## config.mk

```make
export PLATFORM = sky130hd
export DESIGN_NAME = bitop_pipe
export DESIGN_NICKNAME = d
export VERILOG_FILES = /design/src/rtl/bitop_pipe.sv
export SDC_FILE = /design/constraint.sdc
export NUM_CORES = 1
export LEC_CHECK = 0
export ABC_CLOCK_PERIOD_IN_PS = 4300
export CAP_MARGIN = 20
export CORE_MARGIN = 10
export CORE_UTILIZATION = 40
export CTS_CLUSTER_DIAMETER = 30
export DETAILED_ROUTE_END_ITERATION = 10
export GPL_TIMING_DRIVEN = 0
export PLACE_DENSITY = 0.64
export RECOVER_POWER = 50
export SETUP_SLACK_MARGIN = 0.5
export SLEW_MARGIN = 20
export SYNTH_ARGS = -nofsm -noshare
export SYNTH_HDL_FRONTEND = slang
export SYNTH_SLANG_ARGS = --single-unit
```

## constraint.sdc

```tcl
create_clock -name clk -period 4.3 [get_ports clk]
set_clock_uncertainty 0.15 [all_clocks]
set_input_delay 0.86 -clock clk [delete_from_list [all_inputs] [get_ports clk]]
set_output_delay 0.86 -clock clk [all_outputs]
set_load 0.005 [all_outputs]
```

## src/rtl/bitop_pipe.sv

```systemverilog
// Eight-operation W-bit bit-wise/arithmetic unit with a DEPTH-stage elastic
// pipeline, valid/ready on both sides, bubble collapse and full backpressure.
module bitop_pipe #(
    parameter int W     = 12,
    parameter int DEPTH = 2
) (
    input  logic         clk,
    input  logic         rst,
    input  logic         in_valid,
    output logic         in_ready,
    input  logic [2:0]   op,
    input  logic [W-1:0] a,
    input  logic [W-1:0] b,
    output logic         out_valid,
    input  logic         out_ready,
    output logic [W-1:0] y,
    output logic         carry,
    output logic         zero
);

    localparam logic [2:0] OP_XOR    = 3'b000;
    localparam logic [2:0] OP_AND    = 3'b001;
    localparam logic [2:0] OP_OR     = 3'b010;
    localparam logic [2:0] OP_XNOR   = 3'b011;
    localparam logic [2:0] OP_ADD    = 3'b100;
    localparam logic [2:0] OP_SUB    = 3'b101;
    localparam logic [2:0] OP_PASS_A = 3'b110;
    localparam logic [2:0] OP_PASS_B = 3'b111;

    // Result is {carry, y}; for SUB the extra bit is the borrow (a < b).
    function automatic logic [W:0] alu_f(input logic [2:0] op_i,
                                         input logic [W-1:0] a_i,
                                         input logic [W-1:0] b_i);
        logic [W:0] r;
        r = {(W+1){1'b0}};
        case (op_i)
            OP_XOR:    r = {1'b0, a_i ^ b_i};
            OP_AND:    r = {1'b0, a_i & b_i};
            OP_OR:     r = {1'b0, a_i | b_i};
            OP_XNOR:   r = {1'b0, ~(a_i ^ b_i)};
            OP_ADD:    r = {1'b0, a_i} + {1'b0, b_i};
            OP_SUB:    r = {1'b0, a_i} - {1'b0, b_i};
            OP_PASS_A: r = {1'b0, a_i};
            OP_PASS_B: r = {1'b0, b_i};
            default:   r = {(W+1){1'b0}};
        endcase
        return r;
    endfunction

    logic [DEPTH-1:0]          vld_q, vld_d;
    logic [DEPTH-1:0][W-1:0]   y_q, y_d;
    logic [DEPTH-1:0]          c_q, c_d;
    logic [DEPTH-1:0]          z_q, z_d;
    logic [DEPTH-1:0]          open_s;
    logic                      full_s;
    logic [W:0]                res_s;

    // A stage is blocked only when it and every stage after it hold data and the consumer stalls.
    always_comb begin
        open_s = {DEPTH{1'b0}};
        full_s = 1'b1;
        for (int k = 0; k < DEPTH; k++) begin
            full_s = 1'b1;
            for (int j = k; j < DEPTH; j++) begin
                full_s = full_s & vld_q[j];
            end
            open_s[k] = ~full_s | out_ready;
        end
    end

    // Stage 1 captures the computed result; later stages shift forward when open.
    always_comb begin
        res_s = alu_f(op, a, b);
        vld_d = vld_q;
        y_d   = y_q;
        c_d   = c_q;
        z_d   = z_q;
        if (open_s[0]) begin
            vld_d[0] = in_valid;
            if (in_valid) begin
                y_d[0] = res_s[W-1:0];
                c_d[0] = res_s[W];
                z_d[0] = (res_s[W-1:0] == {W{1'b0}});
            end else begin
                y_d[0] = y_q[0];
            end
        end else begin
            vld_d[0] = vld_q[0];
        end
        for (int k = 1; k < DEPTH; k++) begin
            if (open_s[k]) begin
                vld_d[k] = vld_q[k-1];
                if (vld_q[k-1]) begin
                    y_d[k] = y_q[k-1];
                    c_d[k] = c_q[k-1];
                    z_d[k] = z_q[k-1];
                end else begin
                    y_d[k] = y_q[k];
                end
            end else begin
                vld_d[k] = vld_q[k];
            end
        end
    end

    // Pipeline state registers; reset empties every stage and clears its data.
    always_ff @(posedge clk or posedge rst) begin
        if (rst) begin
            vld_q <= {DEPTH{1'b0}};
            y_q   <= {(DEPTH*W){1'b0}};
            c_q   <= {DEPTH{1'b0}};
            z_q   <= {DEPTH{1'b0}};
        end else begin
            vld_q <= vld_d;
            y_q   <= y_d;
            c_q   <= c_d;
            z_q   <= z_d;
        end
    end

    assign in_ready  = open_s[0];
    assign out_valid = vld_q[DEPTH-1];
    assign y         = y_q[DEPTH-1];
    assign carry     = c_q[DEPTH-1];
    assign zero      = z_q[DEPTH-1];

endmodule
```

==> reports/metrics.cfg <==
[placement]
hpwlAfterDp_um = 6362
io_buffer_count = 44
pre_cts_ws_ps = -509.0
dp_cells = 507
place.gp.congestion = 0.8490

[yosys]
syn_area_mm2 = 0.003153
yosys_warnings = 0
synth_top_cell_by_area = dfrtp_1
synth_area_leaders = dfrtp_1 (24%), ha_1 (15%), mux2_2 (7.5%)
ys_seq_area_share_pct = 23.81
syn-num-nets = 430
synthFlopType = dfrtp_1
ys_ff_latch = 30
synth-async-reset-ratio_pct = 100.0
synthCells = 361
syn_area_per_cell_um2 = 8.734
synth.distinct_cells = 62
synth_edf_count = 0
synth_top_area_share_pct = 23.81

[clock_tree]
postCtsHoldBufs = 0
cts_buffers = 5
cts_htree_levels = 2
clkTransAtPathRegs_ps = 60
clkLatencyLatePin_ps = 280
clockRootBuffer = clkbuf_8
cts_tree = built
clockBufferDepth = 2
cts.sinks = 30

[setup_path]
rr_endpoint = z_q[0]
cp.arrival_ps = 3740
cp.required_ps = 4320
critPathKind = input port to register
crit_top_cell = o21ai_1
r2r_cells = 9
critPathSlowestCell = o41a_1
crit_fanout = 4
r2r_setup_slack_ps = 1880
cp-start-kind = input port
endpoint_kind = register
slowest_delay_ps = 420
crit_chain = dlygate4sd2_1 -> inv_2 -> nand3_4 -> o31ai_4 -> nand2_1 -> xnor2_1 -> ha_1 -> buf_4 -> nand3_1 -> o21ai_1 -> o41a_1 -> a21oi_2 -> mux2i_1 -> o21ai_1 -> mux2_2
rr_startpoint = vld_q[1]

[status]
outcome = finished, final reports clean

[routing]
dr.pass1.iters = 4
drc = 0
ant_nets = 0
routed_wl_um = 8147
routedWlPerCell_um = 15.14
viasPerCell = 5.141
initialDrtViolationCount = 223
vias = 2766

[global_route]
grt_overflow = 0
grt_pass1_wl_um = 13090
grt_usage_pct = 13.59
antenna_found_initial = 0
met3_usage_pct = 2.006
grt_start_max_net_pins = 31
met1_usage_pct = 17.44
grt.busiest_layer = met2
use_met2_pct = 22.76
grt_pass1_vias = 2668

[power_and_ir_drop]
peakVddDrop_uv = 123.0
leakage_nw = 1.916
power_density_mw_per_mm2 = 285.4

[flow_run]
maxCapViolCount = 0

[die]
initial_utilization_pct = 41.02
row_count = 32
die_w_um = 108.8
die_h_um = 108.8
core_area_mm2 = 0.007687
io_pins = 47
fp.dieArea_mm2 = 0.01183

[cells_and_area]
layout-drive-gt1-share_pct = 26.15
fillCellCount = 726
syn2layout_area_growth_pct = 30.95
fin_cells = 538
register_area_um2 = 750.7
multi_input_area_mm2 = 0.002243
final_nets = 504
n_antenna_cell = 0

[sta]
fin_crit_ps = 3723
fin_ws_ps = 576.9
period_share_pct = 86.58
maxSlewHeadroom_pct = 28.51
fmax_mhz = 268.6
hold_violations = 0
rsz0062_at_grt = no
finalSetupViolCount = 0
maxSlewViolCount = 0
worstMarginPinSlew_ps = 1071

[worst_hold_path]
worstHoldStart = y_q[1]
hp-class = register to register
whs_path_depth = 2
worstHoldEndpoint = y_q[1]

worst max-delay path by stage:
stage	from	to	slack (ps)	depth (start not counted)
finish	b[3]	y_q[11]	580	15
global route	op[2]	z_q[0]	480	15
CTS	b[4]	y_q[11]	500	14
detailed placement	op[0]	y_q[11]	-510	15
global placement	op[0]	y_q[10]	-470	14
floorplan	op[1]	y_q[11]	570	15
flip-flops by register name (all words and copies together) (netlist names):
signal	flops
vld_q	2
y_q	12
c_q	2
z_q	2
y	12
cell usage after synthesis, drive strengths merged (4+ instances only):
library cell and n:
and2 4, dfrtp 30, inv 31, nand2b 13, xor2 5, a21o 4
mux2i 12, nand2 25, nor2 29, mux2 24, ha 37, nor2b 5
o31ai 8, xnor2 13, a21oi 21, o21ai 19, buf 26, o22ai 4
power breakdown:
group	switching (mW)	leakage, nW	internal (mW)
clock network	0.0947	0.0482	0.129
registers	0.0322	0.363	0.349
logic	0.249	1.51	0.325
logic make-up (layout without fill, tap and decap cells):
logic type      count (synthesis)  count (layout)  synth area share [%]
simple gates                   97              97                 15.52
compound gates                 83              83                 17.66
fa+ha+maj                      38              38                 15.32
buf+inv                        58             133                 9.484
xor+xnor                       18              18                 5.000
mux                            37              37                 13.21
flops                          30              30                 23.81
critical path, delay by kind of cell:
family | cells | cell delay, ps
compound gates | 5 | 1080
buf+inv | 3 | 540
mux | 2 | 510
fa+ha+maj | 1 | 330
simple gates | 3 | 290
xor+xnor | 1 | 130
layer usage:
metal	routed length, um	share of wire, %
met1	3682	45
met2	3904	48
met3	454	5.6
met4	105	1.3
met5	0	0
layout make-up:
class,instances,share of cell area [%]
Inverter,31,2.818
Clock inverter,1,0.1212
Multi-Input combinational cell,273,54.33
Timing Repair Buffer,67,14.24
Clock buffer,7,2.091
Buffer,27,5.121
Sequential cell,30,18.18
Tap cell,102,3.091
metrics by stage:
stage	total power [mW]	util (%)	instance area (um2)	setup TNS, ps	hold WS [ps]
floorplan	0.7132	-	3153	0	291.8
global placement	0.8967	48.40	3721	-1987	312.0
detailed placement	0.9094	48.40	3721	-2248	318.3
CTS	1.159	51.40	3951	0	332.7
global route	1.267	53.71	4129	0	361.9
finish	1.178	53.71	4129	0	327.0
layout by cell type, fill, tap and decap left out, types with 6 or more instances in the layout:
master           synthesis  final
a21oi_1                 20     15
a21oi_2                  1      6
buf_4                   14     37
clkbuf_8                 0      6
clkdlybuf4s50_1          0     33
dfrtp_1                 30     30
ha_1                    37     35
inv_1                   30     25
inv_2                    1      6
mux2_2                  21     20
mux2i_1                 12     12
nand2_1                 25     24
nand2b_1                13     13
nor2_1                  28     26
o21ai_0                 16     15
o31ai_1                  7      6
xnor2_1                 13     12
repair_timing:
item | 4_1_cts | 5_1_grt
pin swaps | 10 | 16
endpoints found under the setup margin | 9 | 4
buffers inserted | 8 | 15
resized for setup | 35 | 33
No activity file was read; power rests on OpenSTA's default activity.
